$ cat src/rtl/salu_pkg.sv
// Shared types and helpers for the salu_bitcnt multi-cycle bit-count unit.
package salu_pkg;

  typedef enum logic [1:0] {
    OP_CLZ = 2'd0,
    OP_CLO = 2'd1,
    OP_CTZ = 2'd2,
    OP_POP = 2'd3
  } salu_op_e;

  typedef enum logic [1:0] {
    IDLE = 2'd0,
    RUN  = 2'd1,
    DONE = 2'd2
  } salu_state_e;

  // Widest operand the reversal helper can handle; callers cast the result
  // back down to their own width.
  localparam int REV_MAX_W = 256;
  localparam int REV_IW    = $clog2(REV_MAX_W);

  // Reverse the low w bits of v; bits at and above w come back as zero.
  function automatic logic [REV_MAX_W-1:0] bit_rev(input logic [REV_MAX_W-1:0] v,
                                                   input int w);
    logic [REV_MAX_W-1:0] r;
    r = '0;
    for (int i = 0; i < REV_MAX_W; i++) begin
      if (i < w) r[REV_IW'(i)] = v[REV_IW'(w - 1 - i)];
    end
    return r;
  endfunction

endpackage

$ cat src/rtl/salu_bitcnt_if.sv
// Request/response bus of the bit-count unit: request handshake, result
// handshake and the busy stall indication.
interface salu_bitcnt_if
  import salu_pkg::*;
#(
  parameter int WIDTH = 32
);
  localparam int RW = $clog2(WIDTH + 1);

  logic             in_valid;
  logic             in_ready;
  salu_op_e         op;
  logic [WIDTH-1:0] operand;
  logic             out_valid;
  logic             out_ready;
  logic [RW-1:0]    result;
  logic             busy;

  modport master (
    output in_valid, op, operand, out_ready,
    input  in_ready, out_valid, result, busy
  );

  modport slave (
    input  in_valid, op, operand, out_ready,
    output in_ready, out_valid, result, busy
  );
endinterface

$ cat src/rtl/salu_chunk_cnt.sv
// Combinational counts for one STEP-bit chunk: leading zeros (MSB side),
// all-zero flag and population count.
module salu_chunk_cnt #(
  parameter int STEP = 4
) (
  input  logic [STEP-1:0]              chunk,
  output logic [$clog2(STEP+1)-1:0]    lz,
  output logic [$clog2(STEP+1)-1:0]    pop,
  output logic                         all_zero
);
  localparam int CW = $clog2(STEP + 1);

  // Walk from LSB upward so the highest set bit decides the leading-zero count.
  always_comb begin
    lz  = CW'(STEP);
    pop = '0;
    for (int i = 0; i < STEP; i++) begin
      if (chunk[i]) lz = CW'(STEP - 1 - i);
      pop = pop + CW'(chunk[i]);
    end
  end

  assign all_zero = ~|chunk;

endmodule

$ cat src/rtl/salu_bitcnt.sv
// Multi-cycle CLZ/CLO/CTZ/POPCNT unit scanning STEP bits per cycle, MSB chunk
// first. CLO and CTZ are mapped onto a leading-zero scan by normalising the
// operand at accept time (invert / bit-reverse).
// Optional macro SALU_FASTPATH_EN: all-zero normalised operands (and all-ones
// for POP) finish straight from the accept edge without entering RUN.
module salu_bitcnt
  import salu_pkg::*;
#(
  parameter int WIDTH = 32,
  parameter int STEP  = 4
) (
  input  logic         clk,
  input  logic         reset,
  input  logic         flush,
  salu_bitcnt_if.slave bus
);
  localparam int NCHUNK = WIDTH / STEP;
  localparam int RW     = $clog2(WIDTH + 1);
  localparam int CW     = $clog2(STEP + 1);
  localparam int KW     = (NCHUNK > 1) ? $clog2(NCHUNK) : 1;

  salu_state_e      state_q, state_d;
  salu_op_e         op_q;
  logic [WIDTH-1:0] opnd_q;
  logic [WIDTH-1:0] norm;
  logic [RW-1:0]    count_q;
  logic [RW-1:0]    count_nxt;
  logic [RW-1:0]    result_q;
  logic [KW-1:0]    k_q;
  logic [CW-1:0]    lz_c;
  logic [CW-1:0]    pop_c;
  logic             zero_c;
  logic             accept;
  logic             scan_last;

  assign accept = bus.in_valid & bus.in_ready;

  // Map every leading/trailing mode onto a leading-zero scan.
  always_comb begin
    norm = bus.operand;
    case (bus.op)
      OP_CLO:  norm = ~bus.operand;
      OP_CTZ:  norm = WIDTH'(bit_rev(REV_MAX_W'(bus.operand), WIDTH));
      default: norm = bus.operand;
    endcase
  end

`ifdef SALU_FASTPATH_EN
  logic          fast_hit;
  logic [RW-1:0] fast_res;
  assign fast_hit = (norm == '0) | ((bus.op == OP_POP) & (&norm));
  assign fast_res = ((bus.op == OP_POP) & (norm == '0)) ? '0 : RW'(WIDTH);
`endif

  // The operand shifts left each RUN cycle, so the current chunk is always on top.
  salu_chunk_cnt #(.STEP(STEP)) u_chunk (
    .chunk    (opnd_q[WIDTH-1 -: STEP]),
    .lz       (lz_c),
    .pop      (pop_c),
    .all_zero (zero_c)
  );

  assign count_nxt = count_q + ((op_q == OP_POP) ? RW'(pop_c) : RW'(lz_c));
  assign scan_last = (k_q == KW'(NCHUNK - 1)) | ((op_q != OP_POP) & ~zero_c);

  // State register.
  always_ff @(posedge clk) begin
    if (reset) state_q <= IDLE;
    else       state_q <= state_d;
  end

  // Next-state logic; reset and flush both abort to IDLE.
  always_comb begin
    state_d = state_q;
    case (state_q)
      IDLE: begin
        if (accept) begin
`ifdef SALU_FASTPATH_EN
          state_d = fast_hit ? DONE : RUN;
`else
          state_d = RUN;
`endif
        end
      end
      RUN:     if (scan_last) state_d = DONE;
      DONE:    if (bus.out_ready) state_d = IDLE;
      default: state_d = IDLE;
    endcase
    if (reset | flush) state_d = IDLE;
  end

  // Datapath: latch normalised operand at accept, accumulate one chunk per RUN cycle.
  always_ff @(posedge clk) begin
    if (reset) begin
      count_q  <= '0;
      k_q      <= '0;
      result_q <= '0;
    end else if (flush) begin
      count_q <= '0;
      k_q     <= '0;
    end else if (accept) begin
      opnd_q  <= norm;
      op_q    <= bus.op;
      count_q <= '0;
      k_q     <= '0;
`ifdef SALU_FASTPATH_EN
      if (fast_hit) result_q <= fast_res;
`endif
    end else if (state_q == RUN) begin
      count_q <= count_nxt;
      k_q     <= k_q + 1'b1;
      opnd_q  <= opnd_q << STEP;
      if (scan_last) result_q <= count_nxt;
    end
  end

  assign bus.in_ready  = (state_q == IDLE) & ~flush;
  assign bus.out_valid = (state_q == DONE);
  assign bus.busy      = (state_q != IDLE);
  assign bus.result    = result_q;

endmodule

$ cat src/flat_wrapper.sv
// flat-port wrapper written by rule: the top's interface ports become plain ports
module salu_bitcnt_flat import salu_pkg::*;
#(
  parameter int WIDTH = 32,
  parameter int STEP  = 4
)
  (clk, reset, flush, bus_in_valid, bus_op, bus_operand, bus_out_ready, bus_in_ready, bus_out_valid, bus_result, bus_busy);
  salu_bitcnt_if #(.WIDTH(WIDTH)) bus_i ();
  input  logic clk;
  input  logic reset;
  input  logic flush;
  input wire logic [$bits(bus_i.in_valid)-1:0] bus_in_valid;
  input wire logic [$bits(bus_i.op)-1:0] bus_op;
  input wire logic [$bits(bus_i.operand)-1:0] bus_operand;
  input wire logic [$bits(bus_i.out_ready)-1:0] bus_out_ready;
  output wire logic [$bits(bus_i.in_ready)-1:0] bus_in_ready;
  output wire logic [$bits(bus_i.out_valid)-1:0] bus_out_valid;
  output wire logic [$bits(bus_i.result)-1:0] bus_result;
  output wire logic [$bits(bus_i.busy)-1:0] bus_busy;
  assign bus_i.in_valid = bus_in_valid;
  assign bus_i.op = bus_op;
  assign bus_i.operand = bus_operand;
  assign bus_i.out_ready = bus_out_ready;
  assign bus_in_ready = bus_i.in_ready;
  assign bus_out_valid = bus_i.out_valid;
  assign bus_result = bus_i.result;
  assign bus_busy = bus_i.busy;
  salu_bitcnt #(.WIDTH(WIDTH), .STEP(STEP)) u_core (.clk(clk), .reset(reset), .flush(flush), .bus(bus_i));
endmodule
$ cat config.mk
export PLATFORM = sky130hd
export DESIGN_NAME = salu_bitcnt_flat
export DESIGN_NICKNAME = d
export VERILOG_FILES = /design/src/rtl/salu_pkg.sv /design/src/rtl/salu_bitcnt_if.sv /design/src/rtl/salu_chunk_cnt.sv /design/src/rtl/salu_bitcnt.sv /design/src/flat_wrapper.sv
export SDC_FILE = /design/constraint.sdc
export NUM_CORES = 1
export LEC_CHECK = 0
export BUFFER_PORTS_ARGS = -buffer_cell sky130_fd_sc_hd__buf_4
export CAP_MARGIN = 5
export CELL_PAD_IN_SITES_DETAIL_PLACEMENT = 1
export CELL_PAD_IN_SITES_GLOBAL_PLACEMENT = 2
export CORE_UTILIZATION = 36
export DETAILED_ROUTE_END_ITERATION = 10
export PLACE_DENSITY = 0.93
export SLEW_MARGIN = 40
export SYNTH_ARGS = -nofsm -noshare
export SYNTH_HDL_FRONTEND = slang
export SYNTH_SLANG_ARGS = --single-unit
$ cat constraint.sdc
create_clock -name clk -period 10.8 [get_ports clk]
set_input_delay 3.24 -clock clk [delete_from_list [all_inputs] [get_ports clk]]
set_output_delay 3.24 -clock clk [all_outputs]
set_load 0.01 [all_outputs]
==> metrics.txt, run 1 <==
status=complete, no violations; DP HPWL=5.356 mm; share of post-route cells with drive strength above 1=16.49%; synthesis-stage register bit count=51; num rows=32; post-synthesis async set-or-reset flop share=0%; post-CTS resize count=0; H-tree levels=2; count of pins over their slew limit=0; clk slew on worst S/H paths=0.09 ns; Post-CTS Hold Fix Bufs=0; DRT iter0 DRCs=58; Util after Layout=44.72%; top cell type's share of synthesized area=33.96%; synthesized net count=404; post-route ant nets=0; arrival time at the worst endpoint=3.81 ns; fin nets=439; Max Cap Viol=0; cell taking the most area after synthesis=edfxtp_1; routed wire length per instance=15.61 µm; count leader, synth=nand2_1; Area contributors post-synth=edfxtp_1 (34%), dfxtp_1 (11%), a21oi_1 (10%), nand2_1 (8.6%), nand2b_1 (5.8%); fin crit share=65.32%; Root Driver=clkbuf_8; initial antenna violation count=0; Slew HR=55.55%; CP Capture Type=output pin; number of flops mapped to enable cells by yosys=34; Post-synth top flop=edfxtp_1; placed cell areas=3436 µm²; GRT overflow=0; fillers=951; Die X=93.39 µm; Mapped Cells=352; CTS tree=built; setup bufs post-CTS=0; Tightest Pin Transition=0.6667 ns; Leak=0.001302 µW; total track usage=18.76%; peak supply drop=0.00005153 V; count of port buffers added during placement=47; DRC=0; Vias/cell=5.331; vias=2,612; r2r setup slk=7.85 ns; Total Power=399.4 µW; IO Count=48; first-pass GRT wire length=12.81 mm; yosys warns=0; worst min-delay path category=reg -> reg; GP Congestion=0.7761; Final TNS setup=0 ns; Die Y=93.39 µm; mean post-synth cell area=8.542 µm²; TritonRoute pass-1 iters=4; core footprint=7888 µm²; pin count of the biggest net entering global routing=65; power per cell area=113.2 nW/µm²; critical path class=in -> out; Cell Area, Synth=3007 µm²; Worst Setup Start Kind=input port; worst-skew pair later-pin latency=0.31 ns; initial core utilization=38.12%; Longest Clk Path Bufs=2; Req. time, crit path=7.56 ns; highest clock rate=141.8 MHz; cts bufs inserted=5; diodes inserted=0; crit path max fanout=5; most frequent cells after synthesis=nand2_1 (69), a21oi_1 (61), edfxtp_1 (34); Yosys cell types=35; die area=8721 µm²; Setup violations, final=0; Clock Skews=0.008559 ns; RSZ-0062 raised after global routing=false; post-synthesis sequential area ratio=45.28%; Tmin final=7.054 ns; design area=3527 µm²; vias in the first global route=2,770; Hold Vio Cnt, Final=0; Area Overhead vs Synth=17.31%; Clock Sinks=51; routed wire length=7.650 mm
[state kept, by name, indices dropped and copies added (netlist names)]
| name | count |
|---|---|
| u_core.bus.result | 6 |
| u_core.k_q | 3 |
| u_core.opnd_q | 32 |
| u_core.count_q | 6 |
| u_core.op_q | 2 |
| u_core.state_q | 2 |
[critical path: stages]
cell and delay (ns):
buf_4 0.13, nor3_1 0.26, buf_4 0.19
[layout make-up]
| type | instances | area, µm² | share of cell area, % |
|---|---|---|---|
| well taps | 102 | 127.6 | 3.618 |
| repair buffers | 50 | 375.4 | 10.64 |
| flip-flops and latches | 51 | 1361 | 38.60 |
| inverters | 14 | 52.55 | 1.490 |
| clock inverters | 2 | 12.51 | 0.3547 |
| clock buffers | 6 | 72.57 | 2.057 |
| multi-input cells | 265 | 1525 | 43.24 |
[cell families (layout without fill, tap and decap cells)]
family,after synthesis,in the layout,synth area share (%)
AO/OA/AOI/OAI,113,113,21.22
multiplexers,3,3,0.9988
flip-flops,51,51,45.28
adder cells (fa/ha/maj),13,13,5.909
buffers and inverters,36,72,4.494
XOR/XNOR,8,8,2.331
AND/OR/NAND/NOR,128,128,19.77
[per-layer routing]
metal / share of wire (%) / vias to the layer above / global-route usage (%) / wire length, µm
met3: 3.2 / 7 / 3.252 / 242
met1: 44 / 1269 / 21.42 / 3341
li1: - / 1286 / - / -
met4: 0.97 / 0 / 4.487 / 74
met5: 0 / - / 0 / 0
met2: 52 / 50 / 35.91 / 3992
[power by group]
| part | switching, µW | internal (µW) |
|---|---|---|
| clock network | 66.2 | 45.3 |
| registers | 2.65 | 216 |
| logic | 41.5 | 28.2 |
[path summary, 6_finish.rpt]
path | startpoint | end | cells past startpoint
worst max-delay path | flush | bus_in_ready | 3
worst min-delay path | u_core.k_q[2]$_SDFFE_PP0N_ | u_core.k_q[2]$_SDFFE_PP0N_ | 2
worst max register to register | u_core.opnd_q[28]$_DFFE_PP_ | u_core.bus.result[5]$_SDFFE_PP0P_ | 10
worst min register to register | u_core.k_q[2]$_SDFFE_PP0N_ | u_core.k_q[2]$_SDFFE_PP0N_ | 2
[per-stage QoR]
stage / hold slack (ns) / instances / worst slack, ns
global placement: 0.4456 / 482 / 3.757
floorplan: 0.4400 / 352 / 4.014
finish: 0.4820 / 490 / 3.746
global route: 0.5170 / 490 / 3.740
CTS: 0.4848 / 490 / 3.748
detailed placement: 0.4654 / 482 / 3.748
[placed cells by master (no fill, tap or decap), types with 2 or more instances in the layout]
cell | Yosys | final
o21ai_0 | 30 | 30
fa_1 | 2 | 2
nand2b_1 | 28 | 28
buf_4 | 0 | 50
mux2i_1 | 3 | 3
inv_1 | 14 | 14
a221oi_1 | 4 | 4
nor2_1 | 16 | 16
a211oi_1 | 9 | 9
a21oi_1 | 61 | 60
clkbuf_8 | 0 | 5
ha_1 | 11 | 9
nor2b_1 | 2 | 2
ha_2 | 0 | 2
o211ai_1 | 2 | 2
edfxtp_1 | 34 | 34
nor3_1 | 4 | 4
xnor2_1 | 6 | 6
dfxtp_1 | 17 | 17
o31ai_1 | 2 | 2
nand2_1 | 69 | 69
xor2_1 | 2 | 2
No activity file was read; power rests on OpenSTA's default activity.
==> run 2, diff against run 1 <==
- ABC_AREA: not set -> 1
- CORE_UTILIZATION: 36 -> 30
- PLACE_DENSITY: 0.93 -> 0.86
- clock period: 10.8 -> 6.3 ns (I/O delays scaled with it)
==> run 2 against run 1 <==
Sequential share of layout area decreased by 0.47 points. Clock skew increased by 0.0066 ns. Sequential power increased by 69%. Non-clock buffer count decreased by 2. Clock power increased by 81%. Clock-buffer cell count decreased by 1. Critical path depth unchanged. Cell count increased by 16%. First-iteration DRC count increased by 6.9%. Setup slack got worse by 1.6 ns. Critical endpoint unchanged. Largest cell class unchanged.
==> metrics.txt, run 2 <==
GP Congestion=0.7300; synthesized net count=449; fin nets=484; Clock Sinks=51; most common cell after layout, fill and taps aside=nand2_1; IO Count=48; Max Cap Viol=0; share of post-route cells with drive strength above 1=15.47%; num rows=36; reg-to-reg startpoint=u_core.opnd_q[28]$_DFFE_PP_; cts bufs inserted=5; min setup slack post-route=2.181 ns; top cell type's share of synthesized area=33.31%; initial core utilization=31.22%; RSZ-0062 raised after global routing=false; Clock Skews=0.01521 ns; Longest Clk Path Bufs=2; CTS tree=built; count of pins over their slew limit=0; most frequent cells after synthesis=nand2_1 (93), o21ai_1 (53), nor2_1 (47); count of port buffers added during placement=47; Slew HR=57.47%; power share of the combinational group=16.4%; arrival time at the worst endpoint=2.23 ns; Cell Area, Synth=3065 µm²; die area=10,630 µm²; diodes inserted=0; cell taking the most area after synthesis=edfxtp_1; H-tree levels=2; post-CTS resize count=0; hold depth=2; Area contributors post-synth=edfxtp_1 (33%), nand2_1 (11%), dfxtp_1 (11%), o21ai_1 (8.7%), o21ai_0 (5.9%); clock share of power=29.5%; number of flops mapped to enable cells by yosys=34; design area=3571 µm²; largest family of logic cells by synthesized area=simple AND/OR/NAND/NOR gates; DRC=0; Leak=0.001491 µW; Worst Hold End=u_core.k_q[2]$_SDFFE_PP0N_; TritonRoute pass-1 iters=4; Post-CTS Hold Fix Bufs=0; Area Overhead vs Synth=16.49%; first-pass GRT wire length=13.29 mm; Req. time, crit path=4.41 ns; Final TNS setup=0 ns; total track usage=16.13%; setup bufs post-CTS=0; yosys warns=0; adder-cell share of the synthesized area=5.796%; max reg flops=32; post-place setup slack=2.183 ns; crit path max fanout=3; initial antenna violation count=0; worst min-delay path category=reg -> reg; Simple-Gate Fraction of Synth Area=20.16%; Mapped Cells=397; sequential share of power=54.1%; vias in the first global route=2,755; Yosys cell types=28; fin crit share=65.39%; core footprint=9819 µm²; worst-skew pair later-pin latency=0.31 ns; Setup violations, final=0; Die X=103.1 µm; power per cell area=190.6 nW/µm²; critical path class=in -> out; switch share=28.24%; switching power=192.2 µW; FF-to-FF path depth=11; crit path launch=flush; r2r setup slk=3.45 ns; synthesis-stage register bit count=51; count leader, synth=nand2_1; clk slew on worst S/H paths=0.09 ns; Compound-Gate Fraction of Synth Area=19.59%; Internal Power=488.3 µW; CP Capture Type=output pin; Vias/cell=4.878; most frequent cells in the layout=nand2_1 (93), o21ai_1 (53), buf_4 (48); Largest Register=u_core.opnd_q; post-synthesis sequential area ratio=44.41%; fillers=1,261; Critical R2R Capture=u_core.count_q[4]$_SDFFE_PP0N_; Tmin final=4.119 ns; pin count of the biggest net entering global routing=37; post-synthesis mux area share=0%; post-synthesis async set-or-reset flop share=0%; highest clock rate=242.8 MHz; hold wc startpoint=u_core.k_q[2]$_SDFFE_PP0N_; GRT overflow=0; Worst Setup Start Kind=input port; routed wire length per instance=14.05 µm; post-route ant nets=0; vias=2,761; Post-synth top flop=edfxtp_1; Root Driver=clkbuf_8; mean post-synth cell area=7.722 µm²; Post-Synth XOR/XNOR Area=0.5714%; Tightest Pin Transition=0.6370 ns; placed cell areas=3475 µm²; routed wire length=7.953 mm; peak supply drop=0.00009859 V; status=complete, no violations; Hold Vio Cnt, Final=0; Die Y=103.1 µm; DRT iter0 DRCs=62; DP HPWL=5.616 mm
## run 2: changes by cell type after synthesis, moves of 14 or more
cell      previous run  this run
a21oi_1             61        14
clkbuf_1            20         6
inv_1               14        39
nand2_1             69        93
nand2b_1            28         0
nor2_1              16        47
o21ai_1              1        53
## run 2: how the worst max path moves through the flow
stage,endpoint,depth (start not counted)
final,bus_in_ready,3
after global routing,bus_in_ready,3
after CTS,bus_in_ready,3
after detailed placement,bus_in_ready,3
after global placement,bus_in_ready,3
after floorplan,u_core.opnd_q[0]$_SDFFCE_PN0P_,4
## run 2: cells by family (layout without fill, tap and decap cells)
| group | count (synthesis) | after routing |
|---|---|---|
| and+or+nand+nor | 153 | 153 |
| AOI/OAI and AO/OA | 115 | 115 |
| buffers and inverters | 63 | 99 |
| DFF | 51 | 51 |
| adders and majority gates | 13 | 13 |
| xor gates and xnor gates | 2 | 2 |
## run 2: layer usage
metal | track usage [%] | up-vias | share of wire, %
li1 | - | 1380 | -
met2 | 29.49 | 40 | 51
met5 | 0 | - | 0
met4 | 3.034 | 0 | 0.77
met1 | 19.72 | 1335 | 45
met3 | 3.119 | 6 | 3.2
## run 2: per-stage QoR
stage               power, µW  utilization, %  cells  hold WS, ns
global placement        484.8           35.36    558       0.4530
CTS                     691.5           36.37    566       0.4832
finish                  680.5           36.37    566       0.4796
global route            718.2           36.37    566       0.4940
floorplan               444.9               -    397       0.4436
detailed placement      489.1           35.38    558       0.4624
## run 2: cell type report
| class | instances | area [µm²] | area share (%) |
|---|---|---|---|
| timing repair buffer | 48 | 360.3 | 10.09 |
| multi-input combinational | 283 | 1420 | 39.77 |
| tap | 133 | 166.4 | 4.660 |
| clock inverter | 3 | 27.53 | 0.7708 |
| inverter | 43 | 166.4 | 4.660 |
| sequential | 51 | 1361 | 38.12 |
| clock buffer | 5 | 68.82 | 1.927 |
## run 2: power by group through the flow
stage	Sequential [µW]	Clock, µW	Combinational, µW
2_1_floorplan	376	0	69.3
3_3_place_gp	376	0	109
3_5_place_dp	376	0	113
4_1_cts	368	210	113
5_1_grt	369	222	128
6_report	368	201	112
## run 2: critical path: stages
cell and delay [ns]:
buf_4 0.12, nor2_1 0.10, buf_4 0.12
